<file path="src/rtl/axi_master_arbiter_w.sv">
// ============================================================================
// Module   : axi_master_arbiter_w
// Purpose  : Write-channel grant arbiter for a two-master AXI interconnect.
//            Holds one grant from AW through the B handshake.
// Options  : AXI_WARB_FIXED_PRIO_EN -> master 0 wins ties (default round-robin)
// Revision : 1.0 - initial release
// ============================================================================
`default_nettype none

module axi_master_arbiter_w #(
  parameter int IDLE_GAP = 0,
  parameter int GAP_W    = 4
) (
  input  logic ACLK,
  input  logic ARESET,
  input  logic m0_AWVALID,
  input  logic m1_AWVALID,
  input  logic s_AWVALID,
  input  logic m_AWREADY,
  input  logic s_WVALID,
  input  logic s_WLAST,
  input  logic m_WREADY,
  input  logic m_BVALID,
  input  logic s_BREADY,
  output logic m0_wgrnt,
  output logic m1_wgrnt,
  output logic wr_busy
);

  localparam logic [GAP_W-1:0] GAP_LOAD = GAP_W'(IDLE_GAP);

  typedef enum logic [1:0] {
    ST_IDLE = 2'd0,
    ST_BUSY = 2'd1,
    ST_RESP = 2'd2
  } state_t;

  state_t           state, state_nxt;
  logic             m0_grant_nxt, m1_grant_nxt, busy_nxt;
  logic             aw_done, aw_done_nxt;
  logic             w_done, w_done_nxt;
  logic             last_grant, last_grant_nxt;
  logic [GAP_W-1:0] gap_cnt, gap_cnt_nxt;

  logic aw_ev, w_ev, b_ev, any_req, pick_m1;

  assign aw_ev   = s_AWVALID & m_AWREADY;
  assign w_ev    = s_WVALID & m_WREADY & s_WLAST;
  assign b_ev    = m_BVALID & s_BREADY;
  assign any_req = m0_AWVALID | m1_AWVALID;

  // last_grant=1 means master 1 was served most recently
`ifdef AXI_WARB_FIXED_PRIO_EN
  assign pick_m1 = m1_AWVALID & ~m0_AWVALID;
`else
  assign pick_m1 = m1_AWVALID & (~m0_AWVALID | ~last_grant);
`endif

  always_ff @(posedge ACLK or posedge ARESET) begin
    if (ARESET) begin
      state      <= ST_IDLE;
      m0_wgrnt   <= 1'b0;
      m1_wgrnt   <= 1'b0;
      wr_busy    <= 1'b0;
      aw_done    <= 1'b0;
      w_done     <= 1'b0;
      gap_cnt    <= '0;
      last_grant <= 1'b1;
    end else begin
      state      <= state_nxt;
      m0_wgrnt   <= m0_grant_nxt;
      m1_wgrnt   <= m1_grant_nxt;
      wr_busy    <= busy_nxt;
      aw_done    <= aw_done_nxt;
      w_done     <= w_done_nxt;
      gap_cnt    <= gap_cnt_nxt;
      last_grant <= last_grant_nxt;
    end
  end

  always_comb begin
    state_nxt      = state;
    m0_grant_nxt   = m0_wgrnt;
    m1_grant_nxt   = m1_wgrnt;
    busy_nxt       = wr_busy;
    aw_done_nxt    = aw_done;
    w_done_nxt     = w_done;
    gap_cnt_nxt    = gap_cnt;
    last_grant_nxt = last_grant;

    case (state)
      ST_IDLE: begin
        if (gap_cnt != '0) begin
          gap_cnt_nxt = gap_cnt - 1'b1;
        end else if (any_req) begin
          m0_grant_nxt = ~pick_m1;
          m1_grant_nxt = pick_m1;
          busy_nxt     = 1'b1;
          aw_done_nxt  = 1'b0;
          w_done_nxt   = 1'b0;
          state_nxt    = ST_BUSY;
        end
      end
      ST_BUSY: begin
        // AW and the final W beat may land in either order or together
        aw_done_nxt = aw_done | aw_ev;
        w_done_nxt  = w_done | w_ev;
        if ((aw_done | aw_ev) & (w_done | w_ev)) begin
          state_nxt = ST_RESP;
        end
      end
      ST_RESP: begin
        if (b_ev) begin
          last_grant_nxt = m1_wgrnt;
          m0_grant_nxt   = 1'b0;
          m1_grant_nxt   = 1'b0;
          busy_nxt       = 1'b0;
          gap_cnt_nxt    = GAP_LOAD;
          state_nxt      = ST_IDLE;
        end
      end
      default: begin
        state_nxt    = ST_IDLE;
        m0_grant_nxt = 1'b0;
        m1_grant_nxt = 1'b0;
        busy_nxt     = 1'b0;
      end
    endcase
  end

endmodule

`default_nettype wire
</file>
<file path="config.mk">
export PLATFORM = sky130hd
export DESIGN_NAME = axi_master_arbiter_w
export DESIGN_NICKNAME = d
export VERILOG_FILES = /design/src/rtl/axi_master_arbiter_w.sv
export SDC_FILE = /design/constraint.sdc
export NUM_CORES = 1
export LEC_CHECK = 0
export CAP_MARGIN = 0
export CELL_PAD_IN_SITES_DETAIL_PLACEMENT = 2
export CELL_PAD_IN_SITES_GLOBAL_PLACEMENT = 2
export CORE_UTILIZATION = 30
export CTS_BUF_LIST = sky130_fd_sc_hd__clkbuf_8
export CTS_CLUSTER_SIZE = 12
export DETAILED_ROUTE_END_ITERATION = 7
export PLACE_DENSITY = 0.75
export SKIP_CTS_REPAIR_TIMING = 1
export SLEW_MARGIN = 40
export SYNTH_ARGS = -nofsm -noshare
export SYNTH_HDL_FRONTEND = slang
export SYNTH_SLANG_ARGS = --single-unit
</file>
<file path="constraint.sdc">
create_clock -name ACLK -period 2.25 [get_ports ACLK]
set_clock_uncertainty 0.1 [all_clocks]
set_input_delay 0.5625 -clock ACLK [delete_from_list [all_inputs] [get_ports ACLK]]
set_output_delay 0.5625 -clock ACLK [all_outputs]
set_load 0.1 [all_outputs]
</file>
==> After elaboration in Yosys (flattened, before gate mapping) <==
Index checks and enable logic that the tools add are counted.
{ "totals": {"elab_cells": 61, "register_bits": 12, "output_inout_bits": 3} }
{ "op_classes": {"n_eq_ne": 7, "n_mux": 22, "n_reduce_logical": 9, "n_bitwise": 14, "addsub": 1} }
{ "ops": {"columns": ["cell", "count"], "rows": [
  ["$ne A2 B2 Y1 const B", 5],
  ["$mux W1", 9],
  ["$pmux W1 S3", 3],
  ["$mux W2", 4],
  ["$mux W4", 2],
  ["$pmux W4 S2", 1],
  ["$reduce_and A4 Y1", 2],
  ["$and A1 B1 Y1", 6],
  ["$pmux W2 S3", 1],
  ["$reduce_and A3 Y1", 2],
  ["$not A1 Y1", 4],
  ["$or A1 B1 Y1", 4],
  ["$pmux W1 S2", 2],
  ["$reduce_bool A2 Y1", 2],
  ["$reduce_bool A4 Y1", 1],
  ["$sub A4 B1 Y4 const B", 1],
  ["$eq A2 B1 Y1 const B", 1],
  ["$eq A2 B2 Y1 const B", 1],
  ["$logic_not A2 Y1", 1],
  ["$reduce_and A2 Y1", 1]
]} }

==> Depth between registers and ports, before layout <==
Gate-level depths: netlist (run 1).
{ "depth": {"word_depth": 7, "ltp_mapped": 6, "depth_no_buf": 6} }

==> Worst setup path before layout (run 1) <==
Ideal clock, no wire load.
{ "synth_path": {"kind": "register to register", "from": "register gap_cnt[0]", "to": "register m1_wgrnt", "arrival_time_ns": 1.409, "path_slack_ns": 0.618, "stages_incl_launch_ff": 7, "required_time_ns": 2.027, "n_path_buf": 0, "period_less_slack_ns": 1.632, "setup_ns": 0.123, "path_cell_list": "dfrtp_1 -> inv_1 -> ha_1 -> nand2b_1 -> nor4_1 -> o21ai_0 -> a32o_1"} }
{ "synth_via": {"elab_chain_cells": 3} }
{ "synth_rtl": {"columns": ["item", "line_no", "text"], "rows": [
  ["start, declared", "43", "logic [GAP_W-1:0] gap_cnt, gap_cnt_nxt;"],
  ["start signal, assigned", "76", "gap_cnt <= gap_cnt_nxt;"],
  ["$reduce_bool A4 Y1", "93", "if (gap_cnt != '0) begin"],
  ["$ne A2 B2 Y1 (no source line)", null, null],
  ["$reduce_and A4 Y1 (no source line)", null, null],
  ["end signal, assigned", "72", "m1_wgrnt <= m1_grant_nxt;"],
  ["end, declared", "26", "output logic m1_wgrnt,"]
]} }
Every way passes these cells.
A chain may end at the register's enable or synchronous reset.

==> Worst setup path in the final report (run 1) <==
{ "layout_path": {"from": "input port m1_AWVALID", "to": "register m1_wgrnt"} }
{ "layout_via": {"elab_chain_cells": 4, "word_cells_on_any_way": 7, "classes_between": "eq/ne: 1; mux: 3; bitwise: 2; reduce/logical: 1"} }
{ "layout_rtl": {"columns": ["item", "line_no", "text"], "rows": [
  ["start, declared", "17", "input logic m1_AWVALID,"],
  ["$and A1 B1 Y1", "56", "assign pick_m1 = m1_AWVALID & (~m0_AWVALID | ~last_grant);"],
  ["$mux W1", "95", "end else if (any_req) begin"],
  ["$mux W1", "93", null],
  ["$pmux W1 S3", "91", "case (state)"]
]} }
Parallel ways exist; a longest one is shown, timed or not. The select of a mux whose other input is x is not followed.

==> flow_metrics.env, run 1 <==
export IMPL_cts_tree="done"
export IMPL_power_per_cell_area_nw_per_um2=1440
export IMPL_antenna_found_initial=0
export IMPL_worst_slack_ns=0.308
export IMPL_core_um2=1800
export IMPL_ys_types=21
export IMPL_drt_total_wl_mm=1.62
export IMPL_grt_pass1_vias=570
export IMPL_diodes=0
export IMPL_timing_fmax_ghz=0.515
export IMPL_cp_arrival_ns=1.97
export IMPL_multi_input_area_um2=282
export IMPL_path_class="in2reg"
export IMPL_max_cap_viol_count=0
export IMPL_rsz0062_at_grt="false"
export IMPL_drive_gt1_frac=0.0976
export IMPL_num_vias=558
export IMPL_required_ns=2.28
export IMPL_setup_viol=0
export IMPL_r2r_slack_ns=0.33
export IMPL_slew_headroom=0.680
export IMPL_rows=15
export IMPL_vdd_drop_max_v=0.000528
export IMPL_ys_seq_area_frac=0.504
export IMPL_netlist_top_cells_count="dfrtp_1, nand2_1, o21ai_0"
export IMPL_cp_max_fo=3
export IMPL_grt_max_degree=13
export IMPL_fp_dieH_um=46.7
export IMPL_grt_pass1_wl_mm=2.70
export IMPL_hold_ws_ns=0.382
export IMPL_leakage_nw=0.345
export IMPL_synth_area_um2=598
export IMPL_port_buffers=13
export IMPL_tightest_slew_ns=0.480
export IMPL_worstHoldEndpoint="last_grant"
export IMPL_initial_core_util=0.332
export IMPL_fin_crit_sh=0.863
export IMPL_start_kind="input port"
export IMPL_async_reset_ff_frac=1.00
export IMPL_dp_cells=103
export IMPL_hp_class="reg2reg"
export IMPL_drc=0
export IMPL_track_usage=0.184
export IMPL_postRouteAntennaNets=0
export IMPL_r2r_start="gap_cnt[0]"
export IMPL_status="completed"
export IMPL_synth_avg_cell_area_um2=9.34
export IMPL_dpl_hpwl_mm=1.22
export IMPL_synthCells=64
export IMPL_grt_remaining_overflow=0
export IMPL_path_clk_slew_ns=0.05
export IMPL_clk_insertion_delay_late_ns=0.24
export IMPL_yosysMostFrequentCell="dfrtp_1"
export IMPL_synth_fp_nets=77
export IMPL_finalHoldViolations=0
export IMPL_drt_initial_drc_count=0
export IMPL_htreeDepth=1
export IMPL_fin_nets=96
export IMPL_post_synth_top_area_cell="dfrtp_1"
export IMPL_reg2reg_depth=6
export IMPL_ctsLongestPathBuffers=2
export IMPL_setup_tns_ns=0
export IMPL_syn_to_final_growth_pct=34.5
export IMPL_numCtsBuffers=3
export IMPL_preCtsSetupSlack_ns=0.192
export IMPL_regArea_um2=302
export IMPL_drtPass1Iterations=1
export IMPL_synth_area_top_cells="dfrtp_1, o21ai_0, nand2_1, dfstp_2, a21oi_1"
export IMPL_r2r_end="m1_wgrnt"
export IMPL_wire_per_inst_um=15.1
export IMPL_via_per_inst=5.21
export IMPL_ys_warn_count=0
export IMPL_boundaryPins=14
export IMPL_dieWidth_um=46.7
export IMPL_whs_path_depth=2
export IMPL_synth_seq_cells=12
export IMPL_post_route_min_period_ns=1.94
export IMPL_clockRootBuffer="clkbuf_8"
export IMPL_dieArea_um2=2180
export IMPL_critPathCaptureType="register"
export IMPL_synth_edf_count=0
export IMPL_fin_cells=107
export IMPL_cts_sinks=12
export IMPL_min_from="last_grant"
export IMPL_place_congestion=0.806
export IMPL_ys_flop_type="dfrtp_1"
export IMPL_slew_viol_final=0
export IMPL_nFillCells=212
export IMPL_netlist_area_leader_share=0.460
-- cells by family after synthesis --
family / Yosys count / share of synthesized area
AOI/OAI and AO/OA: 18 / 0.182
adders and majority gates: 2 / 0.0418
buffers and inverters: 4 / 0.0251
DFF: 12 / 0.504
and+or+nand+nor: 28 / 0.247
-- power by group --
group	switching (mW)	internal, mW	total, mW
clock network	0.0787	0.120	0.199
registers	0.0995	0.316	0.415
logic	0.354	0.192	0.546
total	0.532	0.628	1.16
-- worst max path at each step --
| stage | from | to | slack, ns | depth (start not counted) |
|---|---|---|---|---|
| 3_5_place_dp | m0_AWVALID | m1_wgrnt | 0.19 | 5 |
| 4_1_cts | m0_AWVALID | m1_wgrnt | 0.28 | 5 |
| 5_1_grt | gap_cnt[0] | m1_wgrnt | 0.16 | 6 |
| 2_1_floorplan | gap_cnt[0] | m1_wgrnt | 0.62 | 6 |
| 6_report | m1_AWVALID | m1_wgrnt | 0.31 | 5 |
| 3_3_place_gp | m1_AWVALID | m0_wgrnt | 0.26 | 5 |
-- cell type report --
type,instances,area share
clock buffers,3,0.0513
clock inverters,1,0.00467
inverters,4,0.0187
multi-input cells,48,0.350
flip-flops and latches,12,0.375
well taps,25,0.0389
repair buffers,14,0.162
-- state kept, by name, summed over array words and instances (netlist names) --
name,flops
m1_wgrnt,1
m0_wgrnt,1
last_grant,1
state,2
w_done,1
gap_cnt,4
wr_busy,1
aw_done,1
-- critical path: stages --
cell             delay, ns
clkdlybuf4s50_1       0.52
nor2_1                0.10
nor4_1                0.33
o21ai_0               0.21
a32o_1                0.24
-- layout by cell type, fill, tap and decap left out, types with 2 or more instances in the layout --
master           count
a21oi_1              5
a32o_1               2
buf_4                4
clkbuf_8             3
clkdlybuf4s50_1     10
dfrtp_1             11
ha_1                 2
inv_1                5
nand2_1              9
nand2b_1             3
nand3_1              3
nor2_1               3
nor2b_1              2
nor4_1               2
o21ai_0              8
or4_1                2
-- per-stage QoR --
stage           util  power (mW)  cell area [um2]
2_1_floorplan      -       0.803              598
3_3_place_gp   0.422       0.951              759
3_5_place_dp   0.422       0.967              759
4_1_cts        0.447        1.18              805
5_1_grt        0.447        1.26              805
6_report       0.447        1.16              805
-- routing by layer --
metal	global-route usage	vias up	wire, um
met5	0	-	0
met4	0.0857	0	22
met3	0.0588	4	42
met2	0.294	8	795
met1	0.221	277	760
li1	-	269	-
No activity file was read; power rests on OpenSTA's default activity.
==> run 2: changes to the inputs <==
--- a/config.mk
+++ b/config.mk
@@ -13,6 +13,7 @@
 export CTS_CLUSTER_SIZE = 12
 export DETAILED_ROUTE_END_ITERATION = 7
 export PLACE_DENSITY = 0.75
+export RECOVER_POWER = 50
 export SKIP_CTS_REPAIR_TIMING = 1
 export SLEW_MARGIN = 40
 export SYNTH_ARGS = -nofsm -noshare
==> run 2 against run 1 <==
Clock power hardly changed; non-clock buffer count stayed put; final cell count stayed put; total power hardly changed; via count stayed put; hold slack stayed put; register-to-register slack hardly changed; wire length hardly changed; critical path type unchanged; critical endpoint unchanged; largest power group unchanged.
==> flow_metrics.env, run 2 (synthesis gave the netlist of run 1 again) <==
export IMPL_status="completed"
export IMPL_wire_per_inst_um=15.1
export IMPL_drtPass1Iterations=1
export IMPL_hold_ws_ns=0.382
export IMPL_critPathCaptureType="register"
export IMPL_fin_nets=96
export IMPL_seq_power_share=0.358
export IMPL_hp_class="reg2reg"
export IMPL_cts_tree="done"
export IMPL_slew_viol_final=0
export IMPL_clockRootBuffer="clkbuf_8"
export IMPL_required_ns=2.28
export IMPL_rows=15
export IMPL_vdd_drop_max_v=0.000528
export IMPL_grt_max_degree=13
export IMPL_numCtsBuffers=3
export IMPL_htreeDepth=1
export IMPL_start_kind="input port"
export IMPL_drt_initial_drc_count=0
export IMPL_rsz0062_at_grt="false"
export IMPL_clkPwrFrac=0.172
export IMPL_power_switching_mw=0.532
export IMPL_intPower_mw=0.627
export IMPL_setup_tns_ns=0
export IMPL_grt_pass1_vias=570
export IMPL_top_register="gap_cnt"
export IMPL_diodes=0
export IMPL_p_sw_frac=0.459
export IMPL_finalHoldViolations=0
export IMPL_drt_total_wl_mm=1.62
export IMPL_slew_headroom=0.680
export IMPL_layout_common_cells="dfrtp_1, nand2_1, o21ai_0, clkdlybuf4s50_1"
export IMPL_cp_arrival_ns=1.97
export IMPL_syn_to_final_growth_pct=34.5
export IMPL_grt_pass1_wl_mm=2.70
export IMPL_track_usage=0.184
export IMPL_multi_input_area_um2=282
export IMPL_largestRegisters="gap_cnt: 4 flops, state: 2 flops"
export IMPL_post_route_min_period_ns=1.94
export IMPL_grt_remaining_overflow=0
export IMPL_dp_cells=103
export IMPL_largest_reg_flops=4
export IMPL_dieWidth_um=46.7
export IMPL_core_um2=1800
export IMPL_tightest_slew_ns=0.479
export IMPL_postRouteAntennaNets=0
export IMPL_leakage_nw=0.345
export IMPL_cts_sinks=12
export IMPL_antenna_found_initial=0
export IMPL_dpl_hpwl_mm=1.22
export IMPL_path_class="in2reg"
export IMPL_fp_dieH_um=46.7
export IMPL_path_clk_slew_ns=0.05
export IMPL_setup_viol=0
export IMPL_timing_fmax_ghz=0.515
export IMPL_nFillCells=212
export IMPL_drc=0
export IMPL_fin_crit_sh=0.863
export IMPL_drive_gt1_frac=0.0976
export IMPL_final_common_cell="dfrtp_1"
export IMPL_dieArea_um2=2180
export IMPL_fin_cells=107
export IMPL_num_vias=558
export IMPL_power_per_cell_area_nw_per_um2=1440
export IMPL_max_cap_viol_count=0
export IMPL_cp_max_fo=3
export IMPL_initial_core_util=0.332
export IMPL_combPwrFrac=0.470
export IMPL_ctsLongestPathBuffers=2
export IMPL_boundaryPins=14
export IMPL_port_buffers=13
export IMPL_regArea_um2=302
export IMPL_place_congestion=0.806
export IMPL_clk_insertion_delay_late_ns=0.24
export IMPL_via_per_inst=5.21
[run 2: layer usage]
layer  up-vias  share of wire  track usage  routed length [um]
met5         -              0            0                   0
met4         0          0.014       0.0857                  22
met3         4          0.026       0.0588                  42
met2         8           0.49        0.294                 795
met1       277           0.47        0.221                 759
li1        269              -            -                   -
[run 2: power groups by stage]
| stage | registers, mW | clock network [mW] | logic (mW) |
|---|---|---|---|
| 3_3_place_gp | 0.415 | 0 | 0.536 |
| 3_5_place_dp | 0.419 | 0 | 0.548 |
| 4_1_cts | 0.416 | 0.209 | 0.554 |
| 2_1_floorplan | 0.538 | 0 | 0.265 |
| 5_1_grt | 0.431 | 0.221 | 0.604 |
| 6_report | 0.415 | 0.199 | 0.545 |
[run 2: path summary, 6_finish.rpt]
path                                 start         end  slack (ns)  cells after the start
min in group asynchronous           ARESET  gap_cnt[3]        0.67                      2
max in group asynchronous           ARESET  last_grant        1.03                      2
worst max-delay path            m1_AWVALID    m1_wgrnt        0.31                      5
worst min-delay path            last_grant  last_grant        0.38                      2
worst min register to register  last_grant  last_grant        0.38                      2
worst max register to register  gap_cnt[0]    m1_wgrnt        0.33                      6
[run 2: final cells by class]
type / instances / share of cell area
inverters: 4 / 0.0187
well taps: 25 / 0.0389
flip-flops and latches: 12 / 0.375
clock inverters: 1 / 0.00467
clock buffers: 3 / 0.0513
repair buffers: 14 / 0.162
multi-input cells: 48 / 0.350
[run 2: worst max-delay path, cell delays in order]
cell and delay (ns):
clkdlybuf4s50_1 0.52, nor2_1 0.10, nor4_1 0.33, o21ai_0 0.21
a32o_1 0.24
[run 2: metrics by stage]
step,worst slack [ns],power [mW],area (um2),util
after floorplan,0.618,0.803,598,-
after global routing,0.162,1.26,805,0.447
after global placement,0.263,0.951,759,0.422
after CTS,0.283,1.18,805,0.447
final,0.308,1.16,805,0.447
after detailed placement,0.192,0.967,759,0.422
